[src/rtl/mem_arbiter_if.sv]
// Bus bundle between the two cache controllers, the arbiter and main memory.
// The slave modport is the arbiter's view; master is the requester/memory side.
interface mem_arbiter_if #(
  parameter int ADDR_W = 16,
  parameter int DATA_W = 16
);
  logic              req0, req1;
  logic              rd0, rd1;
  logic              wr0, wr1;
  logic [ADDR_W-1:0] addr0, addr1;
  logic [DATA_W-1:0] din0, din1;
  logic              gnt0, gnt1;
  logic              stall0, stall1;
  logic              err0, err1;
  logic [DATA_W-1:0] dout;
  logic [ADDR_W-1:0] mem_addr;
  logic [DATA_W-1:0] mem_din;
  logic              mem_rd, mem_wr;
  logic [DATA_W-1:0] mem_dout;
  logic              mem_stall, mem_err;

  modport slave (
    input  req0, req1, rd0, rd1, wr0, wr1, addr0, addr1, din0, din1,
    input  mem_dout, mem_stall, mem_err,
    output gnt0, gnt1, stall0, stall1, err0, err1, dout,
    output mem_addr, mem_din, mem_rd, mem_wr
  );

  modport master (
    output req0, req1, rd0, rd1, wr0, wr1, addr0, addr1, din0, din1,
    output mem_dout, mem_stall, mem_err,
    input  gnt0, gnt1, stall0, stall1, err0, err1, dout,
    input  mem_addr, mem_din, mem_rd, mem_wr
  );
endinterface

[src/rtl/mem_arbiter.sv]
// Two-port burst arbiter in front of main memory (port 0 = I-cache, port 1 = D-cache).
// Ownership is held for a whole burst plus a drain window covering memory read latency.
module mem_arbiter #(
  parameter int DRAIN_CYCLES = 2,
  parameter int ADDR_W       = 16,
  parameter int DATA_W       = 16
) (
  input  logic         clk,
  input  logic         rst,
  mem_arbiter_if.slave bus
);

  localparam int CNT_W = (DRAIN_CYCLES > 1) ? $clog2(DRAIN_CYCLES) : 1;
  localparam logic [CNT_W-1:0] DRAIN_LOAD = CNT_W'(DRAIN_CYCLES - 1);

  typedef enum logic [1:0] {
    IDLE  = 2'd0,
    OWN0  = 2'd1,
    OWN1  = 2'd2,
    DRAIN = 2'd3
  } state_t;

  state_t            state_q, state_d;
  logic              owner_q, owner_d;
  logic              last_q, last_d;
  logic [CNT_W-1:0]  drain_cnt_q, drain_cnt_d;
  logic [1:0]        gnt_q, gnt_d;

  logic [1:0]        req, rd, wr;
  logic [1:0]        owned, driving, stall, err;
  logic [ADDR_W-1:0] addr [2];
  logic [DATA_W-1:0] din  [2];

  logic [ADDR_W-1:0] mem_addr_c;
  logic [DATA_W-1:0] mem_din_c;
  logic              mem_rd_c, mem_wr_c;

  assign req     = {bus.req1, bus.req0};
  assign rd      = {bus.rd1, bus.rd0};
  assign wr      = {bus.wr1, bus.wr0};
  assign addr[0] = bus.addr0;
  assign addr[1] = bus.addr1;
  assign din[0]  = bus.din0;
  assign din[1]  = bus.din1;

  // owned covers OWN and DRAIN; driving is the subset where commands reach memory.
  for (genvar gi = 0; gi < 2; gi++) begin : g_port
    assign owned[gi]   = (state_q != IDLE) && (owner_q == 1'(gi));
    assign driving[gi] = owned[gi] && (state_q != DRAIN);
    assign stall[gi]   = owned[gi] ? bus.mem_stall : 1'b1;
    assign err[gi]     = owned[gi] && (bus.mem_err || (driving[gi] && rd[gi] && wr[gi]));
  end

  always_comb begin
    state_d     = state_q;
    owner_d     = owner_q;
    last_d      = last_q;
    drain_cnt_d = drain_cnt_q;
    case (state_q)
      IDLE: begin
        // On a tie the port that did not win last time is served.
        if (req[0] && (!req[1] || last_q)) begin
          state_d = OWN0;
          owner_d = 1'b0;
          last_d  = 1'b0;
        end else if (req[1]) begin
          state_d = OWN1;
          owner_d = 1'b1;
          last_d  = 1'b1;
        end
      end
      OWN0, OWN1: begin
        if (!req[owner_q] && !bus.mem_stall) begin
          state_d     = DRAIN;
          drain_cnt_d = DRAIN_LOAD;
        end
      end
      DRAIN: begin
        // A stalled memory stretches the read latency, so the window pauses too.
        if (!bus.mem_stall) begin
          if (drain_cnt_q != '0) begin
            drain_cnt_d = drain_cnt_q - 1'b1;
          end else if (req[~owner_q]) begin
            state_d = owner_q ? OWN0 : OWN1;
            owner_d = ~owner_q;
            last_d  = ~owner_q;
          end else if (req[owner_q]) begin
            state_d = owner_q ? OWN1 : OWN0;
          end else begin
            state_d = IDLE;
          end
        end
      end
      default: state_d = IDLE;
    endcase

    gnt_d[0] = (state_d == OWN0) || ((state_d == DRAIN) && !owner_d);
    gnt_d[1] = (state_d == OWN1) || ((state_d == DRAIN) && owner_d);
  end

  always_ff @(posedge clk) begin
    if (rst) begin
      state_q     <= IDLE;
      owner_q     <= 1'b0;
      last_q      <= 1'b1;
      drain_cnt_q <= '0;
      gnt_q       <= 2'b00;
    end else begin
      state_q     <= state_d;
      owner_q     <= owner_d;
      last_q      <= last_d;
      drain_cnt_q <= drain_cnt_d;
      gnt_q       <= gnt_d;
    end
  end

  always_comb begin
    mem_addr_c = '0;
    mem_din_c  = '0;
    mem_rd_c   = 1'b0;
    mem_wr_c   = 1'b0;
    if (driving[0]) begin
      mem_addr_c = addr[0];
      mem_din_c  = din[0];
      mem_rd_c   = rd[0];
      mem_wr_c   = wr[0];
    end else if (driving[1]) begin
      mem_addr_c = addr[1];
      mem_din_c  = din[1];
      mem_rd_c   = rd[1];
      mem_wr_c   = wr[1];
    end
  end

  assign bus.mem_addr = mem_addr_c;
  assign bus.mem_din  = mem_din_c;
  assign bus.mem_rd   = mem_rd_c;
  assign bus.mem_wr   = mem_wr_c;
  assign bus.gnt0     = gnt_q[0];
  assign bus.gnt1     = gnt_q[1];
  assign bus.stall0   = stall[0];
  assign bus.stall1   = stall[1];
  assign bus.err0     = err[0];
  assign bus.err1     = err[1];
  assign bus.dout     = bus.mem_dout;

endmodule

[src/flat_wrapper.sv]
// flat-port wrapper written by rule: the top's interface ports become plain ports
module mem_arbiter_flat 
#(
  parameter int DRAIN_CYCLES = 2,
  parameter int ADDR_W       = 16,
  parameter int DATA_W       = 16
)
  (clk, rst, bus_req0, bus_req1, bus_rd0, bus_rd1, bus_wr0, bus_wr1, bus_addr0, bus_addr1, bus_din0, bus_din1, bus_mem_dout, bus_mem_stall, bus_mem_err, bus_gnt0, bus_gnt1, bus_stall0, bus_stall1, bus_err0, bus_err1, bus_dout, bus_mem_addr, bus_mem_din, bus_mem_rd, bus_mem_wr);
  mem_arbiter_if #(.ADDR_W(ADDR_W), .DATA_W(DATA_W)) bus_i ();
  input  logic clk;
  input  logic rst;
  input wire logic [$bits(bus_i.req0)-1:0] bus_req0;
  input wire logic [$bits(bus_i.req1)-1:0] bus_req1;
  input wire logic [$bits(bus_i.rd0)-1:0] bus_rd0;
  input wire logic [$bits(bus_i.rd1)-1:0] bus_rd1;
  input wire logic [$bits(bus_i.wr0)-1:0] bus_wr0;
  input wire logic [$bits(bus_i.wr1)-1:0] bus_wr1;
  input wire logic [$bits(bus_i.addr0)-1:0] bus_addr0;
  input wire logic [$bits(bus_i.addr1)-1:0] bus_addr1;
  input wire logic [$bits(bus_i.din0)-1:0] bus_din0;
  input wire logic [$bits(bus_i.din1)-1:0] bus_din1;
  input wire logic [$bits(bus_i.mem_dout)-1:0] bus_mem_dout;
  input wire logic [$bits(bus_i.mem_stall)-1:0] bus_mem_stall;
  input wire logic [$bits(bus_i.mem_err)-1:0] bus_mem_err;
  output wire logic [$bits(bus_i.gnt0)-1:0] bus_gnt0;
  output wire logic [$bits(bus_i.gnt1)-1:0] bus_gnt1;
  output wire logic [$bits(bus_i.stall0)-1:0] bus_stall0;
  output wire logic [$bits(bus_i.stall1)-1:0] bus_stall1;
  output wire logic [$bits(bus_i.err0)-1:0] bus_err0;
  output wire logic [$bits(bus_i.err1)-1:0] bus_err1;
  output wire logic [$bits(bus_i.dout)-1:0] bus_dout;
  output wire logic [$bits(bus_i.mem_addr)-1:0] bus_mem_addr;
  output wire logic [$bits(bus_i.mem_din)-1:0] bus_mem_din;
  output wire logic [$bits(bus_i.mem_rd)-1:0] bus_mem_rd;
  output wire logic [$bits(bus_i.mem_wr)-1:0] bus_mem_wr;
  assign bus_i.req0 = bus_req0;
  assign bus_i.req1 = bus_req1;
  assign bus_i.rd0 = bus_rd0;
  assign bus_i.rd1 = bus_rd1;
  assign bus_i.wr0 = bus_wr0;
  assign bus_i.wr1 = bus_wr1;
  assign bus_i.addr0 = bus_addr0;
  assign bus_i.addr1 = bus_addr1;
  assign bus_i.din0 = bus_din0;
  assign bus_i.din1 = bus_din1;
  assign bus_i.mem_dout = bus_mem_dout;
  assign bus_i.mem_stall = bus_mem_stall;
  assign bus_i.mem_err = bus_mem_err;
  assign bus_gnt0 = bus_i.gnt0;
  assign bus_gnt1 = bus_i.gnt1;
  assign bus_stall0 = bus_i.stall0;
  assign bus_stall1 = bus_i.stall1;
  assign bus_err0 = bus_i.err0;
  assign bus_err1 = bus_i.err1;
  assign bus_dout = bus_i.dout;
  assign bus_mem_addr = bus_i.mem_addr;
  assign bus_mem_din = bus_i.mem_din;
  assign bus_mem_rd = bus_i.mem_rd;
  assign bus_mem_wr = bus_i.mem_wr;
  mem_arbiter #(.DRAIN_CYCLES(DRAIN_CYCLES), .ADDR_W(ADDR_W), .DATA_W(DATA_W)) u_core (.clk(clk), .rst(rst), .bus(bus_i));
endmodule
[config.mk]
export PLATFORM = sky130hd
export DESIGN_NAME = mem_arbiter_flat
export DESIGN_NICKNAME = d
export VERILOG_FILES = /design/src/rtl/mem_arbiter_if.sv /design/src/rtl/mem_arbiter.sv /design/src/flat_wrapper.sv
export SDC_FILE = /design/constraint.sdc
export NUM_CORES = 1
export LEC_CHECK = 0
export ABC_AREA = 0
export CAP_MARGIN = 20
export CORE_ASPECT_RATIO = 0.7
export CORE_UTILIZATION = 22
export CTS_BUF_LIST = sky130_fd_sc_hd__clkbuf_4 sky130_fd_sc_hd__clkbuf_8
export DETAILED_ROUTE_END_ITERATION = 8
export PLACE_DENSITY_LB_ADDON = 0.2
export SLEW_MARGIN = 20
export SYNTH_ARGS = -nofsm -noshare
export SYNTH_HDL_FRONTEND = slang
export SYNTH_SLANG_ARGS = --single-unit
[constraint.sdc]
create_clock -name clk -period 1.7 [get_ports clk]
set_input_delay 0.17 -clock clk [delete_from_list [all_inputs] [get_ports clk]]
set_output_delay 0.17 -clock clk [all_outputs]
set_load 0.005 [all_outputs]
### Word-level counts from Yosys, hierarchy flattened

Index checks and enable logic that the tools add are counted.

* eq/ne operators: 12
* add/subtract/negate cells: 1
* muxes and demuxes: 40
* reductions and logical operators: 30
* magnitude comparators: 2
* bitwise gates (word level): 1

Operators by type and width (count)
* 16-bit two-way mux: 4
* 1-bit two-way mux: 23
* 2-bit two-way mux: 9
* 1-bit logical AND: 14
* 2-bit == test (second input constant): 4
* 2-bit inequality test (second input constant): 3
* 1-bit one-hot mux with 2 select lines: 3
* 2-bit one-hot mux with 3 select lines: 1
* 2-bit nonzero test: 3
* 1-bit logical OR: 5
* 5-bit AND reduction: 1
* 2-bit by 1-bit == test with 1-bit output (second input constant): 2
* 1-bit zero test: 4
* 1-bit by 2-bit less-than comparator with 1-bit output (second input constant): 2
* 2-bit by 1-bit inequality test with 1-bit output (second input constant): 2
* 3-bit by 2-bit inequality test with 1-bit output (second input constant): 1
* 3-bit AND reduction: 1
* 2-bit zero test: 1
* 2-bit OR reduction: 1
* 1-bit NOT: 1
* 1-bit subtractor (second input constant): 1

* bits in registers: 7
* output and inout port bits: 56

### Logic depth before layout (Yosys ltp)

* depth after elaboration: 10
* depth in mapped cells: 7
* depth with buffers taken out: 7

### Worst setup path before layout

OpenSTA, ideal clock, no wires.

* kind: reg-to-output
* start point: register u_core.state_q[0]
* end point: output bus_mem_addr[10]
* cell stages (with the launch flop): 7
* arrival: 1.541 ns
* buffers on the path: 2
* path slack: -0.011 ns
* path through: dfxtp_1 inv_1 ha_1 buf_2 nor3_2 clkbuf_1 a22o_1

* cells in the longest elaborated chain, start to end: 5
* elaborated cells between the ends (all ways): 8

RTL lines
* start: declaration: line mem_arbiter.sv:23 `state_t state_q, state_d;`
* start signal: assignment: line mem_arbiter.sv:109 `state_q <= state_d;`
* 2-bit nonzero test: line mem_arbiter.sv:48 `assign owned[gi] = (state_q != IDLE) && (owner_q == 1'(gi));`
* 1-bit logical AND: line mem_arbiter.sv:48
* 1-bit logical AND: line mem_arbiter.sv:49 `assign driving[gi] = owned[gi] && (state_q != DRAIN);`
* 16-bit two-way mux: line mem_arbiter.sv:127 `end else if (driving[1]) begin`
* 16-bit two-way mux (*): line mem_arbiter.sv:122 `if (driving[0]) begin`
* end: declaration: line flat_wrapper.sv:32 `output wire logic [$bits(bus_i.mem_addr)-1:0] bus_mem_addr;`

Every way passes the cells marked *; elsewhere a longest branch is shown, timed or not.

### Final worst setup path

* start point: register u_core.state_q[0]
* end point: output bus_mem_din[14]

* cells in the longest elaborated chain, start to end: 5
* elaborated cells between the ends (all ways): 8

RTL lines
* 2-bit nonzero test: line mem_arbiter.sv:48
* 1-bit logical AND: line mem_arbiter.sv:48
* 1-bit logical AND: line mem_arbiter.sv:49
* 16-bit two-way mux: line mem_arbiter.sv:127
* 16-bit two-way mux (*): line mem_arbiter.sv:122
* end: declaration: line flat_wrapper.sv:33 `output wire logic [$bits(bus_i.mem_din)-1:0] bus_mem_din;`

Marks and branches as above.

==> results.cfg <==
[setup_path]
timing.rr.start = u_core.state_q[0]
r2r_end = u_core.gnt_q[0]
crit_end = bus_mem_din[14]
worstSetupStartpoint = u_core.state_q[0]
rrSetupSlack_ns = -0.15
reg2reg_depth = 9
criticalPathCategory = reg2out
startpoint_type = flop
arrival_ns = 1.71
required_ns = 1.53
cp_max_fo = 8
endpoint_kind = primary output

[yosys]
synth_edf_count = 0
yosysWarnings = 0
ys_seq_area_share_pct = 14.2
synth_nets = 214
avgSynthCellArea_sq_um = 8.09
synth_cell_types = 33
synth-main-ff-cell = dfxtp_1
synthCells = 122
syn_area_sq_um = 987
synth-seq-cells = 7
synthArstFlopShare_pct = 0

[pwr]
p_switching_mw = 1.67
p_per_area_mw_per_mm2 = 1730
pwr-share-comb_pct = 87.5
seqPwrFrac_pct = 7.0
switching_share_pct = 37.8
power.internal_mw = 2.74
p_clk_share_pct = 5.5
peakVddDrop_mv = 0.818
power.leakage_nw = 1.12

[finish]
fin_nets = 351
fillers = 347
final_common_cell = clkdlybuf4s50_1
drive_gt1_share_pct = 43.4
mostFrequentLayoutCells = clkdlybuf4s50_1, buf_2, a22o_1
antenna-diode-count = 0
regArea_sq_um = 143
multiInputGateArea_sq_um = 782
area_growth_pct = 159

[clock_tree]
numCtsBuffers = 3
htree_levels = 1
clockBufferDepth = 2
tritoncts = yes
ctsHoldBuffers = 0
cts_sinks = 7
clkSlewWorstSetupHoldPaths_ns = 0.04
clk_latency_ns = 0.23
cts_root_buf = clkbuf_8

[drt]
route.final.wire_length_mm = 5.89
ant_nets = 0
wire_per_inst_microns = 19.0
drcViolationCount = 0
drt_iter0_drc = 93
vias_per_cell = 4.97
vias = 1541
drtPass1Iterations = 4

[timing]
setup_tns_ns = -3.65
setup_viol = 37
finalMaxSlewViolations = 0
fin_ws_ns = -0.182
fmax_ghz = 0.531
period_needed_ns = 1.88
rsz0062_at_grt = yes
finClkSkew_ns = 0.000771
holdWs_ns = 0.340
final-hold-violation-count = 0
relSlewSlack_pct = 74.8
worstMarginPinSlew_ns = 0.377
period_share_pct = 111

[placement]
portBuffers = 113
dpl.hpwl_mm = 4.13
place_congestion = 0.848

[floorplan]
initial_utilization_pct = 24.0
io_pins = 146
fp.dieW_microns = 82.1
die_area_sq_mm = 0.00476
chipHeight_microns = 58.0
coreArea_sq_mm = 0.00411
std_cell_rows = 19

[global_route]
grt_pass1_wl_mm = 8.54
grt_overflow_total = 0
grtUsageTotal_pct = 24.4
grt_max_degree = 9
grt_pass1_vias = 1623
grt_antenna_before_repair = 0

[run]
cap_violations = 0

[hold_path]
min_path_type = in2out

[run_status]
violations = setup timing
status = finished with violations
==> how the worst min path moves through the flow <==
stage | slack [ns] | startpoint | cells after the start | to
2_1_floorplan | 0.24 | rst | 1 | u_core.drain_cnt_q
3_3_place_gp | 0.34 | bus_mem_dout[11] | 0 | bus_dout[11]
3_5_place_dp | 0.34 | bus_mem_dout[11] | 0 | bus_dout[11]
4_1_cts | 0.34 | bus_mem_dout[11] | 0 | bus_dout[11]
5_1_grt | 0.34 | bus_mem_dout[6] | 0 | bus_dout[6]
6_report | 0.34 | bus_mem_dout[13] | 0 | bus_dout[13]
==> registers in the layout (all words and copies together), names as in the netlist <==
name and flops:
u_core.state_q 2, u_core.drain_cnt_q 1, u_core.gnt_q 2, u_core.last_q 1, u_core.owner_q 1
==> critical path, cell delays in order (launching register included) <==
cell	delay, ns
dfxtp_2	0.32
buf_6	0.12
ha_4	0.16
buf_6	0.12
nor2_4	0.12
buf_6	0.14
buf_16	0.12
buf_6	0.10
a22o_1	0.15
buf_2	0.12
==> cell usage after synthesis, drive strengths merged (3+ instances only) <==
library cell / n / area, sq um
a21oi: 4 / 20.0
a22o: 34 / 298
a31oi: 3 / 18.8
buf: 23 / 164
dfxtp: 7 / 140
inv: 7 / 26.3
nand2: 5 / 18.8
nand2b: 4 / 27.5
nor2: 5 / 18.8
nor3: 3 / 25.0
o21ai: 4 / 20.0
==> routing by layer <==
layer / track usage, % / routed length [microns] / part of all wire, % / vias to the layer above
li1: - / - / - / 725
met1: 26.8 / 2180 / 37 / 729
met2: 46.2 / 3120 / 53 / 65
met3: 5.35 / 478 / 8.1 / 22
met4: 7.52 / 108 / 1.8 / 0
met5: 0 / 0 / 0 / -
==> power groups by stage <==
| stage | sequential [mW] | clock, mW | combinational, mW |
|---|---|---|---|
| global route | 0.318 | 0.261 | 4.11 |
| CTS | 0.302 | 0.248 | 3.66 |
| detailed placement | 0.286 | 0 | 2.93 |
| floorplan | 0.276 | 0 | 1.31 |
| global placement | 0.280 | 0 | 2.87 |
| finish | 0.310 | 0.242 | 3.86 |
==> metrics by stage <==
stage	cells	setup slack, ns	cell area, sq um	util (%)	power (mW)
6_report	310	-0.182	2560	62.2	4.41
5_1_grt	310	-0.224	2560	62.2	4.69
4_1_cts	307	-0.143	2490	60.5	4.21
3_5_place_dp	279	-0.300	2170	52.8	3.21
3_3_place_gp	279	-0.259	2170	52.8	3.15
2_1_floorplan	122	-0.0114	987	-	1.58
==> cells by family after synthesis <==
family / share of synthesized area, %
AO/OA/AOI/OAI: 46.3
adder cells (fa/ha/maj): 2.53
buffers and inverters: 20.0
flip-flops: 14.2
multiplexers: 1.39
AND/OR/NAND/NOR: 15.6
==> repair_timing <==
action                                  CTS  global route
gates resized for setup                 182            22
endpoints found under the setup margin   43            43
setup buffers                            18             5
pin swaps                                39            20
cloned                                    6             0
==> cell type report <==
| type | count | area share, % |
|---|---|---|
| tap | 52 | 2.55 |
| timing repair buffer | 157 | 58.2 |
| sequential | 7 | 5.58 |
| clock buffer | 3 | 1.62 |
| multi-input combinational | 83 | 30.6 |
| clock inverter | 1 | 0.196 |
| inverter | 7 | 1.22 |
(Power assumes the default switching activity.)
